--- src/rtl/acc283_pkg.sv ---
// Shared types for the nibble-serial accumulator stage: op encoding, FSM states
// and the nibble-count helper.
package acc283_pkg;

    typedef enum logic [1:0] {
        OP_CLEAR = 2'b00,
        OP_LOAD  = 2'b01,
        OP_ADD   = 2'b10,
        OP_SUB   = 2'b11
    } op_e;

    typedef enum logic [1:0] {
        ST_IDLE = 2'd0,
        ST_EXEC = 2'd1,
        ST_DONE = 2'd2
    } state_e;

    function automatic int nib_count(input int width);
        return width / 4;
    endfunction

endpackage

--- src/rtl/acc283_stage_nibble_add4.sv ---
// 4-bit adder slice with 74HC283 behaviour.
// Latency: combinational. Backpressure: none.
// Not applicable: no handshake.
module nibble_add4 (
    input  logic [3:0] a,
    input  logic [3:0] b,
    input  logic       cin,
    output logic [3:0] s,
    output logic       cout
);

    assign {cout, s} = {1'b0, a} + {1'b0, b} + {4'b0000, cin};

endmodule

--- src/rtl/acc283_stage.sv ---
// Nibble-serial accumulator: CLEAR/LOAD in one edge, ADD/SUB over WIDTH/4 edges via one 4-bit adder.
// Latency: CLEAR/LOAD result valid at accept edge; ADD/SUB valid NIB edges after accept.
// Backpressure: result held in DONE until out_ready; in_ready low meanwhile. Saturation under ACC283_SAT_EN.
module acc283_stage
    import acc283_pkg::*;
#(
    parameter int WIDTH = 4
) (
    input  logic             clk,
    input  logic             rst_n,
    input  logic             in_valid,
    output logic             in_ready,
    input  logic [1:0]       in_op,
    input  logic [WIDTH-1:0] in_data,
    input  logic             in_cin,
    output logic [WIDTH-1:0] acc_q,
    output logic             acc_cout,
    output logic             acc_ovf,
    output logic             out_valid,
    input  logic             out_ready
);

    localparam int NIB = nib_count(WIDTH);
    localparam int KW  = (NIB > 1) ? $clog2(NIB) : 1;
    localparam logic [KW-1:0] K_LAST = KW'(NIB - 1);

    state_e           state_q, state_d;
    logic [WIDTH-1:0] acc_d;
    logic [WIDTH-1:0] b_q, b_d;
    logic             carry_q, carry_d;
    logic [KW-1:0]    k_q, k_d;
    logic             cout_q, cout_d;
    logic             ovf_q, ovf_d;

    logic [3:0] a_nib, b_nib, s_nib;
    logic       c4;

    assign a_nib = acc_q[4*k_q +: 4];
    assign b_nib = b_q[4*k_q +: 4];

    nibble_add4 u_add (
        .a    (a_nib),
        .b    (b_nib),
        .cin  (carry_q),
        .s    (s_nib),
        .cout (c4)
    );

`ifdef ACC283_SAT_EN
    // Saturation direction depends on the op, which b_q alone cannot tell us.
    logic sub_q, sub_d;
    assign sub_d = (state_q == ST_IDLE && in_valid) ? (in_op == OP_SUB) : sub_q;

    always_ff @(posedge clk or negedge rst_n) begin
        if (!rst_n) sub_q <= 1'b0;
        else        sub_q <= sub_d;
    end
`endif

    always_comb begin
        state_d = state_q;
        acc_d   = acc_q;
        b_d     = b_q;
        carry_d = carry_q;
        k_d     = k_q;
        cout_d  = cout_q;
        ovf_d   = ovf_q;
        case (state_q)
            ST_IDLE: begin
                if (in_valid) begin
                    case (op_e'(in_op))
                        OP_CLEAR: begin
                            acc_d   = '0;
                            cout_d  = 1'b0;
                            ovf_d   = 1'b0;
                            state_d = ST_DONE;
                        end
                        OP_LOAD: begin
                            acc_d   = in_data;
                            cout_d  = 1'b0;
                            ovf_d   = 1'b0;
                            state_d = ST_DONE;
                        end
                        OP_ADD: begin
                            b_d     = in_data;
                            carry_d = in_cin;
                            k_d     = '0;
                            state_d = ST_EXEC;
                        end
                        default: begin
                            b_d     = ~in_data;
                            carry_d = 1'b1;
                            k_d     = '0;
                            state_d = ST_EXEC;
                        end
                    endcase
                end
            end
            ST_EXEC: begin
                acc_d[4*k_q +: 4] = s_nib;
                carry_d           = c4;
                k_d               = k_q + KW'(1);
                if (k_q == K_LAST) begin
                    cout_d  = c4;
                    ovf_d   = (a_nib[3] == b_nib[3]) && (s_nib[3] != a_nib[3]);
                    k_d     = '0;
                    state_d = ST_DONE;
`ifdef ACC283_SAT_EN
                    if (!sub_q && c4)     acc_d = '1;
                    else if (sub_q && !c4) acc_d = '0;
`endif
                end
            end
            ST_DONE: begin
                if (out_ready) state_d = ST_IDLE;
            end
            default: state_d = ST_IDLE;
        endcase
    end

    always_ff @(posedge clk or negedge rst_n) begin
        if (!rst_n) begin
            state_q <= ST_IDLE;
            acc_q   <= '0;
            b_q     <= '0;
            carry_q <= 1'b0;
            k_q     <= '0;
            cout_q  <= 1'b0;
            ovf_q   <= 1'b0;
        end else begin
            state_q <= state_d;
            acc_q   <= acc_d;
            b_q     <= b_d;
            carry_q <= carry_d;
            k_q     <= k_d;
            cout_q  <= cout_d;
            ovf_q   <= ovf_d;
        end
    end

    assign acc_cout  = cout_q;
    assign acc_ovf   = ovf_q;
    assign in_ready  = (state_q == ST_IDLE);
    assign out_valid = (state_q == ST_DONE);

endmodule
--- config.mk ---
export PLATFORM = sky130hd
export DESIGN_NAME = acc283_stage
export DESIGN_NICKNAME = d
export VERILOG_FILES = /design/src/rtl/acc283_pkg.sv /design/src/rtl/acc283_stage_nibble_add4.sv /design/src/rtl/acc283_stage.sv
export SDC_FILE = /design/constraint.sdc
export NUM_CORES = 1
export LEC_CHECK = 0
export CAP_MARGIN = 10
export CORE_ASPECT_RATIO = 1.25
export CORE_UTILIZATION = 40
export CTS_CLUSTER_SIZE = 16
export DETAILED_ROUTE_END_ITERATION = 16
export PLACE_DENSITY = 0.75
export SKIP_LAST_GASP = 1
export SLEW_MARGIN = 20
export SYNTH_ARGS = -nofsm -noshare
export SYNTH_HDL_FRONTEND = slang
export SYNTH_SLANG_ARGS = --single-unit
--- constraint.sdc ---
create_clock -name clk -period 1.7 [get_ports clk]
set_clock_uncertainty 0.1 [all_clocks]
set_input_delay 0.51 -clock clk [delete_from_list [all_inputs] [get_ports clk]]
set_output_delay 0.51 -clock clk [all_outputs]
set_load 0.05 [all_outputs]
==> results of run 1 <==
## Yosys cell counts
master / n / area (sq um)
dfrtp_1: 13 / 325.3
xnor2_1: 6 / 52.55
nand2_1: 5 / 18.77
mux2_4: 4 / 60.06
nor2_1: 4 / 15.01
nor2b_1: 4 / 25.02
o21ai_0: 4 / 20.02
ha_1: 3 / 37.54
nand3_1: 3 / 15.01
a21oi_1: 2 / 10.01
a221o_2: 2 / 22.52
fa_1: 2 / 40.04
inv_1: 2 / 7.510
nand2b_1: 2 / 12.51
a21o_1: 1 / 7.510
a21oi_2: 1 / 8.760
a221oi_1: 1 / 8.760
and2b_1: 1 / 7.510
and4bb_1: 1 / 12.51
buf_6: 1 / 11.26
clkbuf_2: 1 / 5.000
mux2_2: 1 / 11.26
o21ai_1: 1 / 5.000
o21bai_2: 1 / 11.26
o31ai_1: 1 / 7.510
xor2_1: 1 / 8.760
## path summary, 6_finish.rpt
check,start,endpoint,slack [ps],cells after the start
min in group asynchronous,rst_n,b_q[0]$_DFFE_PN0P_,430,2
setup / recovery,b_q[0]$_DFFE_PN0P_,acc_q[2]$_DFFE_PN0P_,-210,5
setup reg to reg,b_q[0]$_DFFE_PN0P_,acc_q[2]$_DFFE_PN0P_,-210,5
hold reg to reg,b_q[2]$_DFFE_PN0P_,b_q[2]$_DFFE_PN0P_,420,1
hold / removal,b_q[2]$_DFFE_PN0P_,b_q[2]$_DFFE_PN0P_,420,1
max in group asynchronous,rst_n,state_q[0]$_DFFE_PN0P_,890,2
## cells by family after synthesis
kind of cell	synth area share
AOI/OAI and AO/OA	0.1321
adders and majority gates	0.1011
and+or+nand+nor	0.1386
muxes	0.09299
xor gates and xnor gates	0.07994
DFF	0.4241
buffers and inverters	0.03099
## cell type report
type | instances | area [sq um]
Multi-Input combinational cell | 51 | 444.2
Fill cell | 156 | 601.8
Inverter | 2 | 7.507
Timing Repair Buffer | 30 | 354.1
Clock buffer | 4 | 26.28
Tap cell | 19 | 23.77
Sequential cell | 13 | 329.1
## flip-flops by register name (all words and copies together), names as in the netlist
register,cells
acc_cout,1
acc_ovf,1
acc_q,4
b_q,4
carry_q,1
state_q,2
## stage by stage
stage	hold slack (ps)	worst slack, ps	TNS (ps)
after floorplan	114.4	-201.6	-681.4
after global placement	400.0	-292.4	-2729
after detailed placement	411.1	-332.4	-3331
after CTS	429.4	-209.7	-826.4
after global routing	444.1	-279.1	-1215
final	424.2	-208.5	-737.4
## per-layer routing
| metal | share of wire | global-route usage |
|---|---|---|
| met1 | 0.43 | 0.2443 |
| met2 | 0.51 | 0.2969 |
| met3 | 0.045 | 0.02609 |
| met4 | 0.019 | 0.08065 |
| met5 | 0 | 0 |
## power groups by stage
stage                     combinational [W]  clock, W  sequential, W
final                               0.00132  0.000194       0.000571
after detailed placement            0.00126         0       0.000577
after global routing                0.00140  0.000209       0.000589
after global placement              0.00123         0       0.000571
after CTS                           0.00130  0.000198       0.000570
after floorplan                    0.000529         0       0.000754
## what timing repair did
action                                  CTS  global route
endpoints found under the setup margin   12            11
hold buffers                              0             0
pin swaps                                 2             1
endpoints found under the hold margin     0             0
buffers inserted                          2             3
resized for setup                         5             3
## worst register-to-register path, cell delays in order, from the launching register on
cell and delay (ps):
dfrtp_1 410, fa_2 420, fa_2 380, xnor2_1 150, o21ai_1 80, mux2_2 260
==> results_dict.tcl, run 1 <==
set metrics [dict create \
    status "complete, but fails checks" \
    violations "setup timing" \
    pwr-share-seq 0.274 \
    critical_path_buf_inv_count 0 \
    dp_hpwl_microns 1268 \
    cpLargestDelayFamily "adder cells" \
    path_clk_slew_ps 80 \
    p_int_w 0.001232 \
    viasPerCell 5.261 \
    final_cell_mix "buf_4 (11), dfrtp_1 (10), clkdlybuf4s50_1 (10)" \
    syn_nets 84 \
    antenna_cells 0 \
    cts_buffers 3 \
    post_drt_wl_per_cell_microns 13.90 \
    yosysWarnings 0 \
    final-setup-viol-count 7 \
    maxSlewHeadroom 0.7856 \
    synth_area_per_cell_sq_um 11.28 \
    ir_worst_vdd_mv 0.8796 \
    antenna_found_initial 0 \
    io_buffers 18 \
    endpoint_kind "flip-flop" \
    core-area_sq_um 1787 \
    crit_type "flip-flop to flip-flop" \
    drc_errors 0 \
    grt.total_usage 0.1873 \
    cp_max_fo 2 \
    grt_max_degree 14 \
    final_cells 119 \
    root_buffer "clkbuf_4" \
    fin_ws_ps -208.5 \
    worst_pin_slew_ps 321.4 \
    drt_iter0_markers 9 \
    pwr-share-clk 0.093 \
    rsz0062_at_grt "yes" \
    min_period_ps 1908 \
    routed_wl_microns 1654 \
    swShare 0.4088 \
    synth-seq-area-share 0.4241 \
    dieArea_sq_um 2098 \
    final_util 0.6632 \
    switchingPower_w 0.0008516 \
    vias 626 \
    ant_nets 0 \
    p_per_area_nw_per_um2 1758 \
    power_w 0.002083 \
    post-route-period-util 1.123 \
    placed_cell_area_sq_um 1095 \
    p_leak_nw 0.5272 \
    syn_to_final_growth_pct 54.49 \
    crit_top_cell "fa_2" \
    critPathArrivalTime_ps 1980 \
    slowest_delay_ps 420 \
    start_util 0.4293 \
    num_rows 17 \
    final_common_cell "buf_4" \
    layout-drive-gt1-share 0.4200 \
    maxCapViolations 0 \
    cts_sinks 13 \
    place_inst 110 \
    cts_tree "built" \
    fp.dieH_microns 50.96 \
    syn-instance-count 68 \
    overflow 0 \
    gp_congestion 0.8484 \
    min_path_type "flip-flop to flip-flop" \
    netlist_area_sq_um 767.0 \
    crit_chain "fa_2 -> fa_2 -> xnor2_1 -> o21ai_1 -> mux2_2" \
    grt_pass1_wl_microns 2649 \
    ioPinCount 19 \
    worst_skew_pair.late_latency_ps 280 \
    crit_required_ps 1770 \
    h-tree-depth 1 \
    fmax_ghz 0.5240 \
    postLayoutCellArea_sq_um 1185 \
    slowest_stage "fa_2" \
    nNetsFinal 117 \
    cts.path.max_buffers 2 \
    slew_violations 0 \
    ys_ff_latch 13 \
    combPwrFrac 0.633 \
    dr.pass1.iters 4 \
    finalHoldViolCount 0 \
    fp.dieW_microns 41.17 \
    grt_pass1_vias 614 \
    synth.distinct_cells 26 \
    start_kind "flip-flop" \
]
(Power assumes the default switching activity.)
==> run 2, diff against run 1 <==
--- a/constraint.sdc
+++ b/constraint.sdc
@@ -4,2 +4,2 @@
 set_output_delay 0.51 -clock clk [all_outputs]
-set_load 0.05 [all_outputs]
+set_load 0.01 [all_outputs]
==> results_dict.tcl, run 2 (synthesis results as in run 1) <==
set metrics [dict create \
    min_period_ps 1904 \
    cp_max_fo 2 \
    drc_errors 0 \
    crit_type "flip-flop to flip-flop" \
    final_util 0.6085 \
    layout-drive-gt1-share 0.3636 \
    grt.total_usage 0.1992 \
    p_int_w 0.001029 \
    antenna_cells 0 \
    nNetsFinal 116 \
    combPwrFrac 0.553 \
    fp.dieH_microns 50.96 \
    worst_pin_slew_ps 257.6 \
    status "complete, but fails checks" \
    final_cells 118 \
    p_leak_nw 0.5198 \
    routed_wl_microns 1673 \
    grt_pass1_wl_microns 2684 \
    drt_iter0_markers 6 \
    io_buffers 18 \
    ir_worst_vdd_mv 0.9835 \
    top_regs "acc_q x4, b_q x4, state_q x2" \
    cts.path.max_buffers 2 \
    final_cell_mix "dfrtp_1 (13), buf_4 (11), clkdlybuf4s50_1 (9)" \
    post_drt_wl_per_cell_microns 14.18 \
    dp_hpwl_microns 1262 \
    finalHoldViolCount 0 \
    fmax_ghz 0.5252 \
    root_buffer "clkbuf_4" \
    rrSetupSlack_ps -200 \
    antenna_found_initial 0 \
    vias 611 \
    start_kind "flip-flop" \
    switchingPower_w 0.0006017 \
    slew_violations 0 \
    ant_nets 0 \
    min_path_type "flip-flop to flip-flop" \
    pwr-share-seq 0.326 \
    hold_depth 2 \
    path_clk_slew_ps 90 \
    p_per_area_nw_per_um2 1500 \
    ioPinCount 19 \
    power_w 0.001631 \
    start_util 0.4293 \
    cts_tree "built" \
    maxSlewHeadroom 0.8278 \
    final_common_cell "dfrtp_1" \
    post-route-period-util 1.120 \
    reg2regPathDepth 6 \
    grt_max_degree 14 \
    h-tree-depth 1 \
    maxCapViolations 0 \
    cts_sinks 13 \
    place_inst 112 \
    syn_to_final_growth_pct 41.76 \
    overflow 0 \
    rsz0062_at_grt "yes" \
    dieArea_sq_um 2098 \
    worst_skew_pair.late_latency_ps 280 \
    violations "setup timing" \
    endpoint_kind "flip-flop" \
    gp_congestion 0.7675 \
    viasPerCell 5.178 \
    num_rows 17 \
    fp.dieW_microns 41.17 \
    place_ws_ps -361.6 \
    swShare 0.3689 \
    core-area_sq_um 1787 \
    cts_buffers 3 \
    final-setup-viol-count 6 \
    crit_required_ps 1770 \
    fin_ws_ps -204.2 \
    pwr-share-clk 0.122 \
    dr.pass1.iters 4 \
    grt_pass1_vias 612 \
    critPathArrivalTime_ps 1970 \
]
==> run 2: changes by cell type in the layout (fill, tap and decap cells not counted), moves of 2 or more <==
| cell | previous run | this run |
|---|---|---|
| dfrtp_2 | 3 | 0 |
| dlygate4sd2_1 | 0 | 5 |
| buf_12 | 8 | 0 |
| nor2_2 | 0 | 2 |
| clkbuf_2 | 0 | 2 |
| dfrtp_1 | 10 | 13 |
==> run 2: cell type report <==
class                      instances  area [sq um]
sequential                        13         325.3
clock inverter                     1         5.005
fill                             172         699.4
clock buffer                       3         22.52
tap                               19         23.77
timing repair buffer              29         244.0
inverter                           2         7.507
multi-input combinational         51         459.2
==> run 2: layer usage <==
layer  up-vias  track usage  share of wire  wire length (microns)
met2        16       0.3073           0.49                    827
li1        304            -              -                      -
met3         4      0.03913          0.026                     43
met1       287       0.2381           0.45                    752
met5         -            0              0                      0
met4         0       0.1290          0.030                     51
==> run 2: power groups by stage <==
stage               Clock, W  Sequential, W  Combinational [W]
floorplan                  0       0.000557           0.000493
global placement           0       0.000536           0.000823
detailed placement         0       0.000540           0.000857
CTS                 0.000205       0.000521           0.000914
global route        0.000219       0.000551           0.000983
finish              0.000199       0.000531           0.000901
==> run 2: repair_timing <==
action	CTS	global route
pin swaps	2	6
endpoints found under the setup margin	15	14
setup buffers	2	1
hold buffers	0	0
gates resized for setup	14	10
==> run 2: worst paths after layout <==
path / start / to
worst max-delay path: b_q[0]$_DFFE_PN0P_ / carry_q$_DFFE_PN0P_
worst min-delay path: acc_cout$_DFFE_PN0P_ / acc_cout$_DFFE_PN0P_
worst max register to register: b_q[0]$_DFFE_PN0P_ / carry_q$_DFFE_PN0P_
worst min register to register: acc_cout$_DFFE_PN0P_ / acc_cout$_DFFE_PN0P_
max in group asynchronous: rst_n / acc_q[2]$_DFFE_PN0P_
min in group asynchronous: rst_n / acc_q[0]$_DFFE_PN0P_
==> run 2: stage by stage <==
step | area, sq um | hold slack, ps | setup TNS (ps)
6_report | 1087 | 378.7 | -940.6
3_5_place_dp | 1027 | 376.5 | -3338
3_3_place_gp | 1027 | 358.8 | -2907
5_1_grt | 1087 | 412.6 | -1267
2_1_floorplan | 772.0 | 114.4 | -205.4
4_1_cts | 1082 | 392.5 | -887.5
==> run 2: worst max-delay path: stages, from the launching register on <==
cell	delay, ps
dfrtp_1	410
fa_2	420
fa_2	390
a21oi_2	170
nor2b_1	70
o21ai_1	160
o21ai_1	80
